===== config.mk =====
export PLATFORM = sky130hd
export DESIGN_NAME = memoria_principal_ctrl
export DESIGN_NICKNAME = d
export VERILOG_FILES = /design/src/rtl/memoria_principal_ctrl_pkg.sv /design/src/rtl/memoria_principal_ctrl_array.sv /design/src/rtl/memoria_principal_ctrl.sv
export SDC_FILE = /design/constraint.sdc
export NUM_CORES = 1
export LEC_CHECK = 0
export CORE_MARGIN = 5
export CORE_UTILIZATION = 55
export CTS_BUF_LIST = sky130_fd_sc_hd__clkbuf_16
export DETAILED_ROUTE_END_ITERATION = 10
export PLACE_DENSITY_LB_ADDON = 0.08
export SKIP_CTS_REPAIR_TIMING = 1
export SLEW_MARGIN = 10
export SYNTH_ARGS = -nofsm -noshare
export SYNTH_HDL_FRONTEND = slang
export SYNTH_SLANG_ARGS = --single-unit

===== constraint.sdc =====
create_clock -name clock -period 2 [get_ports clock]
set_clock_uncertainty 0.05 [all_clocks]
set_input_delay 0.3 -clock clock [delete_from_list [all_inputs] [get_ports clock]]
set_output_delay 0.3 -clock clock [all_outputs]
set_load 0.02 [all_outputs]

===== src/rtl/memoria_principal_ctrl_pkg.sv =====
// Shared constants, FSM state encoding and helpers for the main-memory controller.
package memoria_pkg;

    localparam int ADDR_W_DEF  = 5;
    localparam int DATA_W_DEF  = 3;
    localparam int LATENCY_DEF = 3;

    typedef enum logic [1:0] {
        IDLE = 2'd0,
        WAIT = 2'd1,
        DONE = 2'd2
    } state_t;

    // Statistics counters stick at their maximum instead of wrapping.
    function automatic logic [7:0] sat_inc8(input logic [7:0] value);
        return (value == 8'd255) ? value : value + 8'd1;
    endfunction

endpackage


===== src/rtl/memoria_principal_ctrl_array.sv =====
// Word-addressed backing store: synchronous write, registered read port, and
// reset reloads every word with its own address (truncated to the word width).
module memoria_array
    import memoria_pkg::*;
#(
    parameter int ADDR_W = ADDR_W_DEF,
    parameter int DATA_W = DATA_W_DEF
) (
    input  logic              clock,
    input  logic              reset,
    input  logic              access,
    input  logic              we,
    input  logic [ADDR_W-1:0] address,
    input  logic [DATA_W-1:0] wdata,
    output logic [DATA_W-1:0] rdata
);

    localparam int DEPTH = 1 << ADDR_W;

    logic [DATA_W-1:0] mem_r [DEPTH];

    // Storage update and read-port register; a write echoes its own data.
    always_ff @(posedge clock) begin
        if (reset) begin
            for (int i = 0; i < DEPTH; i++) begin
                mem_r[i] <= DATA_W'(i);
            end
            rdata <= {DATA_W{1'b0}};
        end else if (access) begin
            if (we) begin
                mem_r[address] <= wdata;
                rdata          <= wdata;
            end else begin
                rdata <= mem_r[address];
            end
        end
    end

endmodule


===== src/rtl/memoria_principal_ctrl.sv =====
// Slow main-memory controller behind the cache: single outstanding req/ack access
// with a fixed LATENCY wait. Optional MEM_STATS_EN adds saturating rd/wr counters.
module memoria_principal_ctrl
    import memoria_pkg::*;
#(
    parameter int ADDR_W  = ADDR_W_DEF,
    parameter int DATA_W  = DATA_W_DEF,
    parameter int LATENCY = LATENCY_DEF
) (
    input  logic              clock,
    input  logic              reset,
    input  logic              req,
    input  logic              we,
    input  logic [ADDR_W-1:0] address,
    input  logic [DATA_W-1:0] wdata,
    output logic              busy,
    output logic              ack,
`ifdef MEM_STATS_EN
    output logic [7:0]        rd_count,
    output logic [7:0]        wr_count,
`endif
    output logic [DATA_W-1:0] rdata
);

    if (LATENCY < 1 || LATENCY > 15) begin : g_latency_range
        $error("memoria_principal_ctrl: LATENCY must be in 1..15");
    end

    state_t            state_r;
    logic [3:0]        cnt_r;
    logic              we_r;
    logic [ADDR_W-1:0] addr_r;
    logic [DATA_W-1:0] wdata_r;
    logic              access_s;

    // The array performs the access on the same edge that enters DONE.
    assign access_s = (state_r == WAIT) && (cnt_r == 4'd0);

    // Controller FSM with request latches, latency counter and registered busy/ack.
    always_ff @(posedge clock) begin
        if (reset) begin
            state_r <= IDLE;
            cnt_r   <= 4'd0;
            we_r    <= 1'b0;
            addr_r  <= {ADDR_W{1'b0}};
            wdata_r <= {DATA_W{1'b0}};
            busy    <= 1'b0;
            ack     <= 1'b0;
        end else begin
            case (state_r)
                IDLE: begin
                    if (req) begin
                        we_r    <= we;
                        addr_r  <= address;
                        wdata_r <= wdata;
                        cnt_r   <= 4'(LATENCY - 1);
                        state_r <= WAIT;
                        busy    <= 1'b1;
                    end else begin
                        busy <= 1'b0;
                    end
                    ack <= 1'b0;
                end
                WAIT: begin
                    if (cnt_r != 4'd0) begin
                        cnt_r <= cnt_r - 4'd1;
                    end else begin
                        state_r <= DONE;
                        ack     <= 1'b1;
                    end
                end
                DONE: begin
                    state_r <= IDLE;
                    busy    <= 1'b0;
                    ack     <= 1'b0;
                end
                default: begin
                    state_r <= IDLE;
                    busy    <= 1'b0;
                    ack     <= 1'b0;
                end
            endcase
        end
    end

    memoria_array #(
        .ADDR_W (ADDR_W),
        .DATA_W (DATA_W)
    ) u_array (
        .clock   (clock),
        .reset   (reset),
        .access  (access_s),
        .we      (we_r),
        .address (addr_r),
        .wdata   (wdata_r),
        .rdata   (rdata)
    );

`ifdef MEM_STATS_EN
    // Completed-access statistics, counted on the WAIT to DONE edge.
    always_ff @(posedge clock) begin
        if (reset) begin
            rd_count <= 8'd0;
            wr_count <= 8'd0;
        end else if (access_s) begin
            if (we_r) begin
                wr_count <= sat_inc8(wr_count);
            end else begin
                rd_count <= sat_inc8(rd_count);
            end
        end
    end
`endif

endmodule

Word level (Yosys, flattened, before mapping)
Memories as Yosys holds them, arrays and structs flattened. A register that Yosys moved wholly into a read port is not among the register bits.
Cells that the tools add are included.

operators by class
  add/sub/neg operators = 1
  divide/modulo/power cells = 0
  bitwise operators = 1
  reduce and logical (&&, ||, !) cells = 10
  $lt $le $gt $ge = 0
  muxes and demuxes = 17
  shift-type cells = 0
  equal/unequal tests = 4
  multiply operators = 0

operator list
  cell                 count
  $mux 1               8
  $mux 4               2
  $pmux 4 s2           1
  $mux 5               1
  $logic_not 4->1      1
  $mux 2               2
  $ne 2x2->1 const B   2
  $pmux 2 s2           1
  $reduce_and 2->1     2
  $reduce_bool 4->1    1
  $sub 4x1->4 const B  1
  $mux 3               1
  $reduce_and 3->1     1
  $reduce_or 3->1      1
  $eq 2x1->1 const B   1
  $logic_not 2->1      1
  $ne 2x1->1 const B   1
  $pmux 1 s2           1
  $reduce_bool 2->1    1
  $reduce_or 2->1      1
  $logic_and 1x1->1    1
  $not 1->1            1

word-level totals
  flip-flop bits (word level) = 17
  ROM bits = 0
  word-level logic and storage cells = 41
  bits in writable memories = 96
  input port bits = 12
  output and inout bits = 5
  latch bits = 0
  memories = 1

memories
  name           depth  bits a word  rd ports  clocked after memory_dff  write ports  RTL line                            text
  u_array.mem_r  32     3            1         1                         32           memoria_principal_ctrl_array.sv:20  logic [DATA_W-1:0] mem_r [DEPTH];

Longest topological paths before layout
Gate-level depths: netlist (run 1).

  word-level depth = 7
  depth in mapped cells = 8
  depth with buffers taken out = 7

Modules after synthesis
From an unflattened synthesis (run 1), not the netlist that was laid out.

second synthesis, totals
  cell total of the unflattened synthesis = 475
  area total of the unflattened synthesis = 5738.0 um^2

by module, submodules not included
  module                  cells an instance  area an instance (um^2)  instances
  memoria_array           394                5047.3                   1
  memoria_principal_ctrl  81                 690.7                    1

Worst setup path after synthesis (run 1)
OpenSTA, ideal clock, no wires.

  path kind = register -> register
  from = register cnt_r[0]
  to = memory u_array.mem_r[14][0] (netlist bit), enable pin
  arrival = 1.574 ns
  period minus slack after synthesis = 1.924 ns
  setup slack = 0.076 ns
  cell stages (with the launch flop) = 8
  buffers on the path = 1
  path through = dfxtp_1 > inv_1 > ha_1 > nor3b_4 > nand3_2 > nor3b_2 > buf_2 > a21o_1

RTL lines
  item                    RTL line                            text
  from (decl)             memoria_principal_ctrl.sv:30        logic [3:0] cnt_r;
  from (signal assigned)  memoria_principal_ctrl.sv:56        cnt_r <= 4'(LATENCY - 1);
  from (signal assigned)  memoria_principal_ctrl.sv:66        cnt_r <= cnt_r - 4'd1;
  to (decl)               memoria_principal_ctrl_array.sv:20

Final worst setup path (run 1)
  from = register cnt_r[1]
  to = register u_array.rdata[0] (read register of u_array.mem_r)

on the way
  longest elaborated chain between the ends = 2

ends and longest elaborated chain
  item               RTL line                            text
  $logic_not 4->1    memoria_principal_ctrl.sv:37        assign access_s = (state_r == WAIT) && (cnt_r == 4'd0);
  $logic_and 1x1->1  memoria_principal_ctrl.sv:37
  to (decl)          memoria_principal_ctrl_array.sv:15  output logic [DATA_W-1:0] rdata

No other way between the ends.
A chain may end at the register's enable or synchronous reset.

==> impl_metrics.env, run 1 <==
export IMPL_outcome="complete, no violations"
export IMPL_powerDensity_mw_per_mm2=922.2
export IMPL_min_path_type="input port to register"
export IMPL_worstHoldStart="address[0]"
export IMPL_ys_seq_area_share_pct=60.53
export IMPL_synth_avg_cell_area_um2=12.08
export IMPL_ys_flop_type="edfxtp_1"
export IMPL_crit_family="compound AO/OA/AOI/OAI gates"
export IMPL_dp_cells=620
export IMPL_io_buffer_count=16
export IMPL_grt_max_degree=24
export IMPL_wl_per_cell_um=20.80
export IMPL_core_area_mm2=0.009684
export IMPL_via_count=3902
export IMPL_vdd_drop_max_mv=0.6005
export IMPL_num_rows=36
export IMPL_synth_edf_count=96
export IMPL_min_period_over_period_pct=97.90
export IMPL_viasPerCell=5.975
export IMPL_num_antenna_cells=0
export IMPL_ys_async_sr_fraction_pct=0
export IMPL_stdcell_area_mm2=0.006703
export IMPL_clock_latency_ns=0.41
export IMPL_synth_cell_types=49
export IMPL_cts_made_buffers=17
export IMPL_slowest_stage="dfxtp_2"
export IMPL_cap_violations=0
export IMPL_yosysWarnings=0
export IMPL_critPathArrivalTime_ns=2.21
export IMPL_clkSinkCount=116
export IMPL_synthCells=449
export IMPL_synth_top_area_share_pct=53.15
export IMPL_cts_tree="built"
export IMPL_first_pass_iters=5
export IMPL_yosys_top_cells_area="edfxtp_1 53%, dfxtp_1 7.4%, mux4_2 5.4%"
export IMPL_syn_area_mm2=0.005424
export IMPL_critPathLaunchType="register"
export IMPL_dieWidth_um=109.3
export IMPL_pre_cts_ws_ns=-0.1570
export IMPL_yosysTopAreaCell="edfxtp_1"
export IMPL_ios=17
export IMPL_placed_area_mm2=0.006103
export IMPL_leakagePower_nw=2.280
export IMPL_finalSetupViolCount=0
export IMPL_drive_gt1_share_pct=23.27
export IMPL_reg2reg_slack_ns=0.04
export IMPL_final_nets=521
export IMPL_grt_pass1_vias=3951
export IMPL_htree_levels=4
export IMPL_path_class="register to register"
export IMPL_worstHoldEndpoint="addr_r[0]"
export IMPL_r2r_start="cnt_r[1]"
export IMPL_worstPathRequired_ns=2.25
export IMPL_grt_first_pass_wirelength_mm=21.29
export IMPL_drc=0
export IMPL_max_stage_delay_ns=0.32
export IMPL_reg2reg_to="u_array.rdata[0]"
export IMPL_cts_buffer_depth=2
export IMPL_syn_to_final_growth_pct=23.58
export IMPL_synth_nets=463
export IMPL_fin_cells=653
export IMPL_synth_most_common_cell="edfxtp_1"
export IMPL_reg2reg_depth=8
export IMPL_ant_nets=0
export IMPL_synth_seq_cells=116
export IMPL_drt_wl_total_mm=13.58
export IMPL_antenna_found_initial=0
export IMPL_slew_viol_final=0
export IMPL_layout_setup_ws_ns=0.04207
export IMPL_rsz0062_at_grt="true"
export IMPL_die_h_um=109.3
export IMPL_cts_root_buf="clkbuf_16"
export IMPL_grt_overflow=0
export IMPL_power_mw=6.181
export IMPL_track_usage_pct=25.08
export IMPL_min_path_cells=2
export IMPL_fmax_mhz=510.7
export IMPL_max_slew_margin_pct=40.18
export IMPL_worst_slew_pin_slew_ns=0.8905
export IMPL_n_fill_cell=693
export IMPL_fin_crit_ns=1.958
export IMPL_cp_max_fo=5
export IMPL_hold_viol=0
export IMPL_drtIter0Drc=367
export IMPL_gp_congestion=0.8556
export IMPL_crit_path_end_kind="register"
export IMPL_dp_hpwl_mm=9.600
export IMPL_die_area_mm2=0.01195
export IMPL_cts_clk_slew_worst_paths_ns=0.05
export IMPL_ys_top_cells_by_count="96 x edfxtp_1, 68 x nor2_1, 65 x nand2_1"
export IMPL_crit_path_cell_trace="inv_2 -> ha_4 -> nor3b_4 -> buf_4 -> nand3b_1 -> a31oi_1 -> o2111ai_2 -> o21a_1"
export IMPL_start_util_pct=56.01
export IMPL_path_buf_inv=2
==> layer usage <==
| layer | part of all wire [%] | global-route usage [%] |
|---|---|---|
| met3 | 9.3 | 8.280 |
| met2 | 49 | 40.22 |
| met5 | 0 | 0 |
| met4 | 2.7 | 10.06 |
| met1 | 39 | 31.64 |
==> how the worst max path moves through the flow <==
stage	slack, ns	to	depth (start not counted)	from
6_report	0.04	u_array.rdata[0]	8	cnt_r[1]
5_1_grt	-0.04	u_array.mem_r[26][0]	7	cnt_r[1]
4_1_cts	0.01	u_array.mem_r[4][2]	4	addr_r[2]
3_5_place_dp	-0.16	u_array.mem_r[25][0]	6	reset
3_3_place_gp	-0.12	u_array.mem_r[3][2]	6	reset
2_1_floorplan	0.08	u_array.mem_r[14][0]	7	cnt_r[0]
==> cell families (layout without fill, tap and decap cells) <==
| kind of cell | count (synthesis) | in the layout | synth area share, % |
|---|---|---|---|
| XOR/XNOR | 2 | 2 | 0.3230 |
| flip-flops | 116 | 116 | 60.53 |
| AND/OR/NAND/NOR | 187 | 187 | 15.87 |
| AO/OA/AOI/OAI | 70 | 70 | 10.06 |
| multiplexers | 35 | 35 | 9.573 |
| adder cells (fa/ha/maj) | 2 | 2 | 0.4613 |
| buffers and inverters | 37 | 108 | 3.183 |
==> final cells by class <==
cell class | instances | area (um^2) | share of cell area (%)
well taps | 133 | 166.4 | 2.483
inverters | 5 | 18.77 | 0.2800
clock buffers | 17 | 425.4 | 6.347
repair buffers | 71 | 684.4 | 10.21
multi-input cells | 296 | 2029 | 30.28
flip-flops and latches | 116 | 3292 | 49.11
clock inverters | 15 | 86.33 | 1.288
==> cell usage in the layout, fill, tap and decap left out, types with 4 or more instances in the layout <==
master           synthesis  routed
a21o_1                  32      32
a22o_1                  10      10
a22oi_1                  5       4
a311oi_1                 4       4
buf_12                   0       8
buf_4                    1      44
clkbuf_16                0      17
clkdlybuf4s50_1          0      16
clkinv_1                 0       6
dfxtp_1                 20      13
dfxtp_2                  0       7
edfxtp_1                96      96
inv_1                    5       8
mux2_2                   5       5
mux2i_1                 17      17
mux4_2                  13      13
nand2_1                 65      65
nand3_1                 11      11
nand3b_1                 4       4
nor2_1                  68      68
nor2_2                   4       4
nor2b_1                  6       6
nor3_1                   7       7
==> through the flow <==
stage                     TNS (ns)  hold slack, ns  util (%)
final                            0          0.4294     69.21
after global routing       -0.4273          0.4210     69.21
after CTS                        0          0.4204     68.31
after detailed placement    -13.41          0.4280     63.02
after global placement      -9.228          0.4200     63.02
after floorplan                  0          0.3757         -
==> where the power goes <==
group | leakage (nW) | internal, mW | switching (mW)
registers | 0.987 | 2.70 | 0.0948
logic | 1.02 | 0.368 | 0.414
clock network | 0.271 | 1.64 | 0.967
==> flip-flops by register name, indices dropped and copies added (netlist names) <==
name and cells:
state_r 2, cnt_r 4, addr_r 5, wdata_r 3, u_array.mem_r 96, we_r 1, busy 1, ack 1
u_array.rdata 3
No activity file was read; power rests on OpenSTA's default activity.
==> inputs of run 2 (changes only) <==
--- a/config.mk
+++ b/config.mk
@@ -6,8 +6,8 @@
 export NUM_CORES = 1
 export LEC_CHECK = 0
 export CORE_MARGIN = 5
-export CORE_UTILIZATION = 55
-export CTS_BUF_LIST = sky130_fd_sc_hd__clkbuf_16
+export CORE_UTILIZATION = 57
+export CTS_BUF_LIST = sky130_fd_sc_hd__clkbuf_8
 export DETAILED_ROUTE_END_ITERATION = 10
 export PLACE_DENSITY_LB_ADDON = 0.08
 export SKIP_CTS_REPAIR_TIMING = 1
==> impl_metrics.env, run 2 (synthesis gave the netlist of run 1 again) <==
export IMPL_leakagePower_nw=2.281
export IMPL_dieWidth_um=107.6
export IMPL_layout_setup_ws_ns=-0.0003240
export IMPL_fmax_mhz=499.9
export IMPL_cp_depth=7
export IMPL_hold_viol=0
export IMPL_stdcell_area_mm2=0.006694
export IMPL_largest_reg_flops=96
export IMPL_grt_overflow=0
export IMPL_powerDensity_mw_per_mm2=892.2
export IMPL_placed_area_mm2=0.006131
export IMPL_num_antenna_cells=0
export IMPL_viasPerCell=5.918
export IMPL_pre_cts_ws_ns=-0.2007
export IMPL_rsz0062_at_grt="true"
export IMPL_first_pass_iters=5
export IMPL_layout_common_cells="96 x edfxtp_1, 68 x nor2_1, 65 x nand2_1"
export IMPL_dp_cells=622
export IMPL_crit_path_cell_trace="inv_2 -> ha_4 -> nor3b_4 -> nand3_4 -> nor3b_4 -> buf_6 -> a21o_1"
export IMPL_htree_levels=4
export IMPL_grt_pass1_vias=3857
export IMPL_gp_congestion=0.9608
export IMPL_min_period_over_period_pct=100.0
export IMPL_num_rows=35
export IMPL_slowest_stage="nor3b_4"
export IMPL_reg2reg_slack_ns=-0.0003
export IMPL_ios=17
export IMPL_power_mw=5.973
export IMPL_fin_crit_ns=2.000
export IMPL_worstPathRequired_ns=2.08
export IMPL_die_area_mm2=0.01157
export IMPL_ant_nets=0
export IMPL_max_slew_margin_pct=60.44
export IMPL_grt_max_degree=46
export IMPL_antenna_found_initial=0
export IMPL_path_class="register to register"
export IMPL_via_count=3888
export IMPL_track_usage_pct=25.46
export IMPL_start_util_pct=58.70
export IMPL_slew_viol_final=0
export IMPL_final_nets=529
export IMPL_worst_slew_pin_slew_ns=0.5925
export IMPL_drive_gt1_share_pct=26.33
export IMPL_crit_family="simple AND/OR/NAND/NOR gates"
export IMPL_wl_per_cell_um=20.80
export IMPL_drt_wl_total_mm=13.67
export IMPL_grt_first_pass_wirelength_mm=21.53
export IMPL_n_fill_cell=646
export IMPL_drc=0
export IMPL_cts_buffer_depth=2
export IMPL_cp_endpoint="u_array.mem_r[30][1]"
export IMPL_io_buffer_count=16
export IMPL_clock_latency_ns=0.43
export IMPL_syn_to_final_growth_pct=23.41
export IMPL_critPathArrivalTime_ns=2.08
export IMPL_largest_register="u_array.mem_r"
export IMPL_cp_max_fo=4
export IMPL_fin_cells=657
export IMPL_die_h_um=107.6
export IMPL_finalSetupViolCount=1
export IMPL_reg2reg_depth=7
export IMPL_core_area_mm2=0.009240
export IMPL_r2r_start="cnt_r[1]"
export IMPL_dp_hpwl_mm=9.745
export IMPL_cp_common_cell="nor3b_4"
export IMPL_final_common_cell="edfxtp_1"
export IMPL_cap_violations=0
export IMPL_cts_clk_slew_worst_paths_ns=0.07
export IMPL_reg2reg_to="u_array.mem_r[30][1]"
export IMPL_min_path_type="input port to register"
export IMPL_cts_root_buf="clkbuf_8"
export IMPL_critPathLaunchType="register"
export IMPL_clkSinkCount=116
export IMPL_cts_made_buffers=17
export IMPL_reg_top3="u_array.mem_r (96), addr_r (5), cnt_r (4)"
export IMPL_vdd_drop_max_mv=0.5919
export IMPL_crit_start="cnt_r[1]"
export IMPL_outcome="finished, violations left"
export IMPL_drtIter0Drc=250
export IMPL_max_stage_delay_ns=0.34
export IMPL_path_buf_inv=2
export IMPL_crit_path_end_kind="register"
export IMPL_violations="negative setup slack"
export IMPL_whs_ns=0.4156
export IMPL_cts_tree="built"
-- run 2: changes by cell type in the layout (fill, tap and decap cells not counted), moves of 5 or more --
| cell | previous run | this run |
|---|---|---|
| buf_4 | 44 | 49 |
| clkbuf_8 | 0 | 19 |
| clkbuf_16 | 17 | 0 |
| clkinv_1 | 6 | 0 |
-- run 2: stage by stage --
step,utilization (%),setup TNS [ns]
2_1_floorplan,-,0
3_3_place_gp,66.35,-7.626
3_5_place_dp,66.35,-10.38
4_1_cts,71.12,-1.828
5_1_grt,72.44,-3.064
6_report,72.44,-0.0003240
-- run 2: where the power goes --
group	total, mW	internal [mW]	switching (mW)
clock network	2.39	1.42	0.967
registers	2.78	2.69	0.0872
logic	0.805	0.373	0.432
total	5.97	4.49	1.49
-- run 2: how the worst min path moves through the flow --
stage / startpoint / to / depth (start not counted)
3_3_place_gp: busy / busy / 2
3_5_place_dp: busy / busy / 2
2_1_floorplan: address[0] / addr_r[0] / 1
4_1_cts: address[0] / addr_r[0] / 2
6_report: address[0] / addr_r[0] / 2
5_1_grt: address[4] / addr_r[4] / 2
-- run 2: final cells by class --
cell class                 count  area (um^2)  area share [%]
clock inverter                13        178.9           2.673
sequential                   116         3287           49.10
clock buffer                  19        261.5           3.907
tap                          129        161.4           2.411
timing repair buffer          79        747.0           11.16
multi-input combinational    296         2039           30.47
inverter                       5        18.77          0.2804
-- run 2: routing by layer --
layer | vias up | track usage (%) | part of all wire, %
li1 | 1775 | - | -
met1 | 1906 | 33.60 | 40
met2 | 179 | 41.96 | 49
met3 | 28 | 6.479 | 9.2
met4 | 0 | 7.124 | 2.3
met5 | - | 0 | 0
-- run 2: worst reg2reg max path: cells and delay by family (launching register included) --
family | cells | cell delay, ns
flip-flops | 1 | 0.33
adder cells (fa/ha/maj) | 1 | 0.12
AND/OR/NAND/NOR | 3 | 0.78
buffers and inverters | 2 | 0.25
AO/OA/AOI/OAI | 1 | 0.18
